**src/rtl/i2c_mst_arb.sv**
```systemverilog
// Round-robin arbiter/sequencer sharing one i2c_master among NREQ requesters; grant one cycle after req.
// Optional `I2C_ARB_RUN_TIMEOUT_EN aborts a transaction whose busy stays high for RUN_TO cycles.
module i2c_mst_arb #(
  parameter int NREQ      = 2,
  parameter int LAUNCH_TO = 255,
  parameter int RUN_TO    = 65535
) (
  input  logic                  clk,
  input  logic                  rst,
  input  logic [NREQ-1:0]       req,
  input  logic [NREQ*7-1:0]     req_adr,
  input  logic [NREQ-1:0]       req_rw,
  input  logic [NREQ*4-1:0]     req_len,
  input  logic [NREQ*128-1:0]   req_wdata,
  output logic [NREQ-1:0]       gnt,
  output logic [NREQ-1:0]       done,
  output logic                  err,
  output logic [127:0]          rdata,
  output logic [15:0]           mst_ctrl,
  output logic [127:0]          mst_wfifo,
  input  logic [127:0]          mst_rfifo,
  input  logic [7:0]            mst_status
);

  localparam int TO_MAX = (LAUNCH_TO > RUN_TO) ? LAUNCH_TO : RUN_TO;
  localparam int CW     = $clog2(TO_MAX + 1);
  localparam int IW     = $clog2(NREQ);
  localparam logic [CW-1:0] LAUNCH_LAST = CW'(LAUNCH_TO - 1);
`ifdef I2C_ARB_RUN_TIMEOUT_EN
  localparam logic [CW-1:0] RUN_LAST = CW'(RUN_TO - 1);
`endif

  localparam logic [1:0] S_IDLE   = 2'd0;
  localparam logic [1:0] S_LAUNCH = 2'd1;
  localparam logic [1:0] S_RUN    = 2'd2;
  localparam logic [1:0] S_DONE   = 2'd3;

  logic [1:0]      state_q, state_d;
  logic [NREQ-1:0] gnt_q, gnt_d, done_q, done_d;
  logic            err_q, err_d;
  logic [127:0]    rdata_q, rdata_d, wfifo_q, wfifo_d;
  logic [15:0]     ctrl_q, ctrl_d;
  logic [IW-1:0]   ptr_q, ptr_d;
  logic [CW-1:0]   cnt_q, cnt_d, cnt_inc;

  logic            win_vld;
  logic [IW-1:0]   win_idx, cand;
  logic [6:0]      sel_adr;
  logic            sel_rw;
  logic [3:0]      sel_len;
  logic [127:0]    sel_wdata;
  logic            busy;
  logic            unused_status;

  assign busy          = mst_status[7];
  assign unused_status = ^mst_status[6:0];
  assign cnt_inc       = (cnt_q == {CW{1'b1}}) ? cnt_q : cnt_q + CW'(1);

  // Search starts one past the last winner, so a just-served requester goes last.
  always_comb begin
    win_vld = 1'b0;
    win_idx = '0;
    cand    = '0;
    for (int k = 1; k <= NREQ; k++) begin
      cand = IW'((int'(ptr_q) + k) % NREQ);
      if (!win_vld && req[cand]) begin
        win_vld = 1'b1;
        win_idx = cand;
      end
    end
  end

  always_comb begin
    sel_adr   = '0;
    sel_rw    = 1'b0;
    sel_len   = '0;
    sel_wdata = '0;
    for (int i = 0; i < NREQ; i++) begin
      if (win_idx == IW'(i)) begin
        sel_adr   = req_adr[i*7 +: 7];
        sel_rw    = req_rw[i];
        sel_len   = req_len[i*4 +: 4];
        sel_wdata = req_wdata[i*128 +: 128];
      end
    end
  end

  always_comb begin
    state_d = state_q;
    gnt_d   = gnt_q;
    done_d  = '0;
    err_d   = err_q;
    rdata_d = rdata_q;
    ctrl_d  = ctrl_q;
    wfifo_d = wfifo_q;
    ptr_d   = ptr_q;
    cnt_d   = cnt_q;
    case (state_q)
      S_IDLE: begin
        if (win_vld) begin
          state_d          = S_LAUNCH;
          gnt_d            = '0;
          gnt_d[win_idx]   = 1'b1;
          ptr_d            = win_idx;
          ctrl_d           = {sel_adr, sel_rw, 1'b1, 3'b000, sel_len};
          wfifo_d          = sel_wdata;
          cnt_d            = '0;
        end
      end
      S_LAUNCH: begin
        if (busy) begin
          state_d   = S_RUN;
          ctrl_d[7] = 1'b0;
          cnt_d     = '0;
        end else if (cnt_q >= LAUNCH_LAST) begin
          state_d   = S_DONE;
          ctrl_d[7] = 1'b0;
          err_d     = 1'b1;
          done_d    = gnt_q;
        end else begin
          cnt_d = cnt_inc;
        end
      end
      S_RUN: begin
        // Busy falling wins over a coincident run timeout.
        if (!busy) begin
          state_d = S_DONE;
          rdata_d = mst_rfifo;
          done_d  = gnt_q;
        end
`ifdef I2C_ARB_RUN_TIMEOUT_EN
        else if (cnt_q >= RUN_LAST) begin
          state_d = S_DONE;
          err_d   = 1'b1;
          done_d  = gnt_q;
        end else begin
          cnt_d = cnt_inc;
        end
`endif
      end
      S_DONE: begin
        state_d = S_IDLE;
        gnt_d   = '0;
        err_d   = 1'b0;
      end
      default: state_d = S_IDLE;
    endcase
  end

  always_ff @(posedge clk) begin
    if (rst) begin
      state_q <= S_IDLE;
      gnt_q   <= '0;
      done_q  <= '0;
      err_q   <= 1'b0;
      rdata_q <= '0;
      ctrl_q  <= '0;
      wfifo_q <= '0;
      ptr_q   <= IW'(NREQ - 1);
      cnt_q   <= '0;
    end else begin
      state_q <= state_d;
      gnt_q   <= gnt_d;
      done_q  <= done_d;
      err_q   <= err_d;
      rdata_q <= rdata_d;
      ctrl_q  <= ctrl_d;
      wfifo_q <= wfifo_d;
      ptr_q   <= ptr_d;
      cnt_q   <= cnt_d;
    end
  end

  assign gnt       = gnt_q;
  assign done      = done_q;
  assign err       = err_q;
  assign rdata     = rdata_q;
  assign mst_ctrl  = ctrl_q;
  assign mst_wfifo = wfifo_q;

endmodule

```
**config.mk**
```make
export PLATFORM = sky130hd
export DESIGN_NAME = i2c_mst_arb
export DESIGN_NICKNAME = d
export VERILOG_FILES = /design/src/rtl/i2c_mst_arb.sv
export SDC_FILE = /design/constraint.sdc
export NUM_CORES = 1
export LEC_CHECK = 0
export CAP_MARGIN = 10
export CORE_AREA = 3 3 272 274
export CTS_CLUSTER_SIZE = 8
export DETAILED_ROUTE_END_ITERATION = 8
export DIE_AREA = 0 0 275 277
export DONT_BUFFER_PORTS = 1
export SLEW_MARGIN = 40
export SYNTH_ARGS = -nofsm -noshare
export SYNTH_HDL_FRONTEND = slang
export SYNTH_SLANG_ARGS = --single-unit
```
**constraint.sdc**
```tcl
create_clock -name clk -period 3.8 [get_ports clk]
set_input_delay 0.76 -clock clk [delete_from_list [all_inputs] [get_ports clk]]
set_output_delay 0.76 -clock clk [all_outputs]
set_load 0.02 [all_outputs]
```
==> results.py, run 1 <==
metrics = {
    "worst_setup_path": {
        "cp.arrival_ns": 2.58,
        "critPathCaptureType": "flop",
        "required_ns": 4.21,
        "critPathKind": "reg -> reg",
        "start_kind": "flop",
        "worstPathMaxFanout": 56,
    },
    "clock_tree": {
        "worstSkewPairLatency_ns": 0.54,
        "post_cts_buffers": 0,
        "cts_buffer_depth": 3,
        "cts.sinks": 293,
        "ctsResizeCount": 0,
        "cts_buffers": 43,
        "ctsRootBufferMaster": "clkbuf_16",
        "clk_pin_slew_ns": 0.05,
        "cts_tree": "yes",
        "hold_buffers": 0,
        "ctsHtreeMaxLevel": 2,
    },
    "synth": {
        "synth_edf_count": 0,
        "ys_ff_latch": 293,
        "ys_async_sr_fraction_pct": 0,
        "synth_largest_area_cell": "dfxtp_1",
        "ys_top_cells_by_count": "293 x dfxtp_1, 267 x nand2_1, 158 x nor2_1",
        "syn_inst": 1308,
        "synthesis.area_mm2": 0.01166,
        "synth_cell_types": 45,
        "synth_most_common_cell": "dfxtp_1",
        "yosysSeqAreaShare_pct": 50.29,
        "ys_warn_count": 0,
        "ys.flop_type": "dfxtp_1",
        "synth_area_leaders": "dfxtp_1 50%, mux2i_1 11%, nand2_1 8.6%",
        "syn-mean-instance-area_um2": 8.917,
        "synth_top_area_share_pct": 50.29,
    },
    "die": {
        "rows": 98,
        "ios": 697,
        "die_y_um": 277,
        "initial_utilization_pct": 16.29,
        "die-width_um": 275,
        "die_area_mm2": 0.07618,
        "core_mm2": 0.07161,
    },
    "route": {
        "vias": 9080,
        "drtIter0Drc": 440,
        "drt_first_pass_iters": 8,
        "drtAntennaViolNets": 0,
        "detail_route.vias_per_cell": 4.066,
        "drc": 0,
        "wl_per_cell_um": 17.80,
        "finalWirelength_mm": 39.76,
    },
    "cells_and_area": {
        "stdcell_count": 2233,
        "nNetsFinal": 1700,
        "layout-drive-gt1-share_pct": 7.512,
        "n_fill_cell": 7988,
        "areaGrowthSynthToFinish_pct": 19.17,
    },
    "global_route": {
        "grt_max_degree": 283,
        "grt_pass1_vias": 8833,
        "antenna_found_initial": 10,
        "grt-ovfl-total": 0,
        "track_usage_pct": 9.562,
        "grt_pass1_wl_mm": 55.61,
    },
    "sta": {
        "tightest_slew_ns": 1.199,
        "fin_setup_tns_ns": 0,
        "fmax_mhz": 462.0,
        "skew_ns": 0.01231,
        "min_period_ns": 2.164,
        "rsz0062_at_grt": "no",
        "setup_viol": 0,
        "period_share_pct": 56.96,
        "slew_viol_final": 0,
        "hold_viol_final": 0,
        "slew_headroom_pct": 20.04,
    },
    "run": {
        "maxCapViolations": 0,
    },
    "pwr": {
        "p_per_area_mw_per_mm2": 759.3,
        "peakVddDrop_mv": 0.3861,
        "p_leak_nw": 4.836,
    },
    "placement": {
        "place_inst": 2176,
        "place_hpwl_mm": 30.20,
        "gp_congestion": 0.8683,
        "port_buffers": 0,
    },
    "status": {
        "status": "finished clean",
    },
    "min_path": {
        "hold_path.class": "in -> reg",
    },
}
==> state kept, by name, indices dropped and copies added, names as in the netlist <==
name	count
ptr_q	1
rdata	128
mst_ctrl	13
cnt_q	16
done	2
state_q	2
mst_wfifo	128
err	1
gnt	2
==> stage by stage <==
step	setup slack, ns	instance area, µm²	hold WS, ns	power, mW	utilization, %
global route	1.429	13900	0.2470	11.22	19.41
detailed placement	1.367	12650	0.4743	7.155	17.66
global placement	1.389	12630	0.4707	7.103	17.64
floorplan	1.996	11670	0.4574	6.551	-
CTS	1.520	13840	0.2505	10.69	19.32
finish	1.636	13900	0.2874	10.55	19.41
==> final cells by class <==
type / instances / area [µm²] / share of cell area (%)
Sequential cell: 293 / 5866 / 42.20
Inverter: 5 / 18.77 / 0.1350
Tap cell: 950 / 1189 / 8.552
Antenna cell: 5 / 12.51 / 0.09002
Clock inverter: 4 / 60.06 / 0.4321
Clock buffer: 46 / 1129 / 8.120
Multi-Input combinational cell: 901 / 5293 / 38.08
Timing Repair Buffer: 29 / 332.8 / 2.394
==> final timing paths <==
path | start | endpoint | slack [ns] | cells past startpoint
hold reg to reg | cnt_q[7] | cnt_q[7] | 0.48 | 2
setup / recovery | state_q[0] | mst_wfifo[104] | 1.64 | 7
setup reg to reg | state_q[0] | mst_wfifo[104] | 1.64 | 7
hold / removal | rst | rdata[0] | 0.29 | 1
==> routing by layer <==
layer | routed length (µm) | vias up | track usage, %
met5 | 17 | - | 0
met4 | 1551 | 2 | 4.171
met3 | 4506 | 85 | 4.063
met2 | 20080 | 485 | 17.34
met1 | 13600 | 4075 | 9.418
li1 | - | 4433 | -
==> critical path, stage by stage, from the launching register on <==
cell      delay (ns)
dfxtp_1         0.33
inv_1           0.13
ha_1            0.32
o21a_4          0.33
buf_12          0.25
buf_12          0.28
nor2_1          0.07
a211oi_1        0.23
==> cell usage in the layout, fill, tap and decap left out, types with 7 or more instances in the layout <==
cell       instances
dfxtp_1          293
nand2_1          267
nor2_1           157
mux2i_1          133
a21oi_1          131
a211oi_1         129
clkbuf_16         44
buf_4             20
a222oi_1          11
and2_1            10
ha_1               7
buf_12             7
==> cell families after synthesis <==
family / count (synthesis) / synth area share (%)
AOI/OAI and AO/OA: 295 / 16.84
adders and majority gates: 7 / 0.7509
buffers and inverters: 116 / 4.677
DFF: 293 / 50.29
muxes: 133 / 11.41
other: 1 / 0.03215
and+or+nand+nor: 463 / 15.99
==> report_power, final <==
part	internal, mW	total [mW]	switching [mW]	leakage [nW]
Sequential	3.70	4.92	1.22	2.40
Combinational	0.883	2.19	1.30	1.85
Clock	2.13	3.44	1.31	0.586
Total	6.72	10.6	3.83	4.84
No activity file was read; power rests on OpenSTA's default activity.
==> run 2, diff against run 1 <==
--- a/config.mk
+++ b/config.mk
@@ -6,10 +6,10 @@
 export NUM_CORES = 1
 export LEC_CHECK = 0
 export CAP_MARGIN = 10
-export CORE_AREA = 3 3 272 274
+export CORE_AREA = 3 3 271 273
 export CTS_CLUSTER_SIZE = 8
 export DETAILED_ROUTE_END_ITERATION = 8
-export DIE_AREA = 0 0 275 277
+export DIE_AREA = 0 0 274 276
 export DONT_BUFFER_PORTS = 1
 export SLEW_MARGIN = 40
 export SYNTH_ARGS = -nofsm -noshare
==> constraint.sdc (replaced) <==
create_clock -name clk -period 1.9 [get_ports clk]
set_input_delay 0.38 -clock clk [delete_from_list [all_inputs] [get_ports clk]]
set_output_delay 0.38 -clock clk [all_outputs]
set_load 0.02 [all_outputs]
==> run 2 against run 1 <==
  * The run now ends with hold timing left
  * Global-route usage rose by 1.1 points
  * First-iteration DRC count fell by 1.8%
  * Non-clock buffer count rose by 112
  * Hold slack got worse by 0.38 ns
  * Cell area rose by 7.8%
  * Final cell count rose by 5.1%
  * Sequential cell count did not move
  * Clock power rose by 94%
  * Die area fell by 0.72%
  * Register-to-register slack got worse by 1.5 ns
  * Critical path depth fell by 1
  * Critical endpoint is now ptr_q
  * Largest cell class unchanged
==> results.py, run 2 (synthesis gave the netlist of run 1 again) <==
metrics = {
    "die": {
        "die_area_mm2": 0.07562,
        "ios": 697,
        "die_y_um": 276,
        "die-width_um": 274,
        "initial_utilization_pct": 16.34,
        "rows": 98,
        "core_mm2": 0.07136,
    },
    "cells_and_area": {
        "layout_commonest_cell": "dfxtp_1",
        "n_fill_cell": 7828,
        "areaGrowthSynthToFinish_pct": 28.49,
        "fin_area_mm2": 0.01499,
        "nNetsFinal": 1811,
        "fin_util_pct": 21.00,
        "final_cell_mix": "292 x dfxtp_1, 267 x nand2_1, 157 x nor2_1",
        "layout-drive-gt1-share_pct": 8.940,
        "stdcell_count": 2347,
    },
    "sta": {
        "fin_setup_tns_ns": 0,
        "slew_headroom_pct": 63.93,
        "rsz0062_at_grt": "no",
        "fmax_mhz": 552.6,
        "tightest_slew_ns": 0.5405,
        "fin_hold_ws_ns": -0.08985,
        "slew_viol_final": 0,
        "min_period_ns": 1.810,
        "skew_ns": 0.01079,
        "setup_viol": 0,
        "period_share_pct": 95.25,
        "setup_ws_ns": 0.09029,
        "hold_viol_final": 53,
    },
    "worst_setup_path": {
        "cp.arrival_ns": 2.24,
        "critPathCaptureType": "flop",
        "critPathKind": "reg -> reg",
        "path_depth": 6,
        "startpoint": "state_q[0]",
        "worstPathCellList": "inv_1 -> ha_2 -> buf_4 -> nand2_1 -> a221o_1 -> dlygate4sd3_1",
        "cp_slowest_cell": "dlygate4sd3_1",
        "max_stage_delay_ns": 0.54,
        "reg2reg_from": "state_q[0]",
        "worstPathMaxFanout": 6,
        "r2r_end": "ptr_q",
        "start_kind": "flop",
        "rrSetupSlack_ns": 0.09,
        "cp_num_buf_inv": 3,
        "setup.worst_path.end": "ptr_q",
        "cp_top_family": "buffers and inverters",
        "required_ns": 2.33,
        "rr_worst_depth": 6,
    },
    "run": {
        "maxCapViolations": 0,
    },
    "global_route": {
        "grt_max_degree": 283,
        "track_usage_pct": 10.65,
        "grt-ovfl-total": 0,
        "grt_pass1_wl_mm": 60.75,
        "grt_pass1_vias": 9639,
        "antenna_found_initial": 16,
    },
    "pwr": {
        "combPwrFrac_pct": 23.3,
        "p_int_mw": 13.63,
        "p_leak_nw": 5.307,
        "netSwitchingFraction_pct": 36.77,
        "seq_power_share_pct": 45.7,
        "p_clk_share_pct": 30.9,
        "p_per_area_mw_per_mm2": 1438,
        "switchingPower_mw": 7.925,
        "peakVddDrop_mv": 0.7148,
    },
    "route": {
        "drc": 0,
        "detail_route.vias_per_cell": 4.121,
        "wl_per_cell_um": 18.48,
        "vias": 9671,
        "finalWirelength_mm": 43.38,
        "drtAntennaViolNets": 0,
        "drt_first_pass_iters": 8,
        "drtIter0Drc": 432,
    },
    "clock_tree": {
        "clk_pin_slew_ns": 0.05,
        "cts_tree": "yes",
        "ctsRootBufferMaster": "clkbuf_16",
        "cts.sinks": 293,
        "cts_buffer_depth": 3,
        "cts_buffers": 42,
        "worstSkewPairLatency_ns": 0.55,
        "ctsHtreeMaxLevel": 2,
    },
    "status": {
        "violations": "hold timing",
        "status": "finished with violations",
    },
    "placement": {
        "place_hpwl_mm": 32.16,
        "place_inst": 2204,
        "postPlaceCellArea_mm2": 0.01294,
        "port_buffers": 0,
        "gp_congestion": 0.8407,
        "place_ws_ns": 0.04772,
    },
    "min_path": {
        "hold_path.class": "in -> reg",
    },
}
==> run 2: cell count changes in the layout (fill, tap and decap cells not counted), sizes merged <==
cell and delta:
buf +27, bufinv -1, diode +5, dlygate4sd3 +84, inv -1
==> run 2: worst min-delay path by stage <==
stage | start | slack (ns) | depth (start not counted) | end
after floorplan | cnt_q[7] | 0.46 | 2 | cnt_q[7]
after global placement | rst | 0.47 | 1 | rdata[36]
after detailed placement | rst | 0.48 | 1 | rdata[25]
after CTS | rst | -0.13 | 1 | rdata[25]
after global routing | rst | -0.14 | 1 | rdata[3]
final | rst | -0.09 | 1 | rdata[31]
==> run 2: layout make-up <==
cell class / count / area [µm²] / area share (%)
timing repair buffer: 141 / 1464 / 9.768
clock buffer: 45 / 1094 / 7.297
clock inverter: 2 / 32.53 / 0.2171
sequential: 293 / 5867 / 39.15
tap: 950 / 1189 / 7.931
inverter: 5 / 18.77 / 0.1252
antenna: 10 / 25.02 / 0.1670
multi-input combinational: 901 / 5298 / 35.35
==> run 2: stage by stage <==
| stage | power (mW) | hold WS (ns) |
|---|---|---|
| 2_1_floorplan | 13.10 | 0.4574 |
| 3_3_place_gp | 14.65 | 0.4726 |
| 3_5_place_dp | 14.76 | 0.4768 |
| 4_1_cts | 21.77 | -0.1323 |
| 5_1_grt | 22.88 | -0.1370 |
| 6_report | 21.55 | -0.08985 |
==> run 2: power groups by stage <==
stage / sequential, mW / combinational (mW) / clock (mW)
after floorplan: 9.54 / 3.56 / 0
after global placement: 9.99 / 4.66 / 0
after detailed placement: 9.98 / 4.78 / 0
after CTS: 9.87 / 4.92 / 6.97
after global routing: 10.0 / 5.68 / 7.20
final: 9.86 / 5.03 / 6.67
==> run 2: what timing repair did <==
action                                 in CTS  in global routing
setup buffers                               0                  1
gates resized for setup                     0                  6
endpoints found under the hold margin     269                101
setup endpoints to repair                   0                 32
hold buffers                               78                  6
==> run 2: metal layers <==
layer,routed length [µm],GRT usage [%],vias up,share of wire [%]
li1,-,-,4671,-
met1,15290,10.40,4401,35
met2,21350,18.57,495,49
met3,4618,4.634,98,11
met4,2085,6.303,6,4.8
met5,44,0,-,0.10
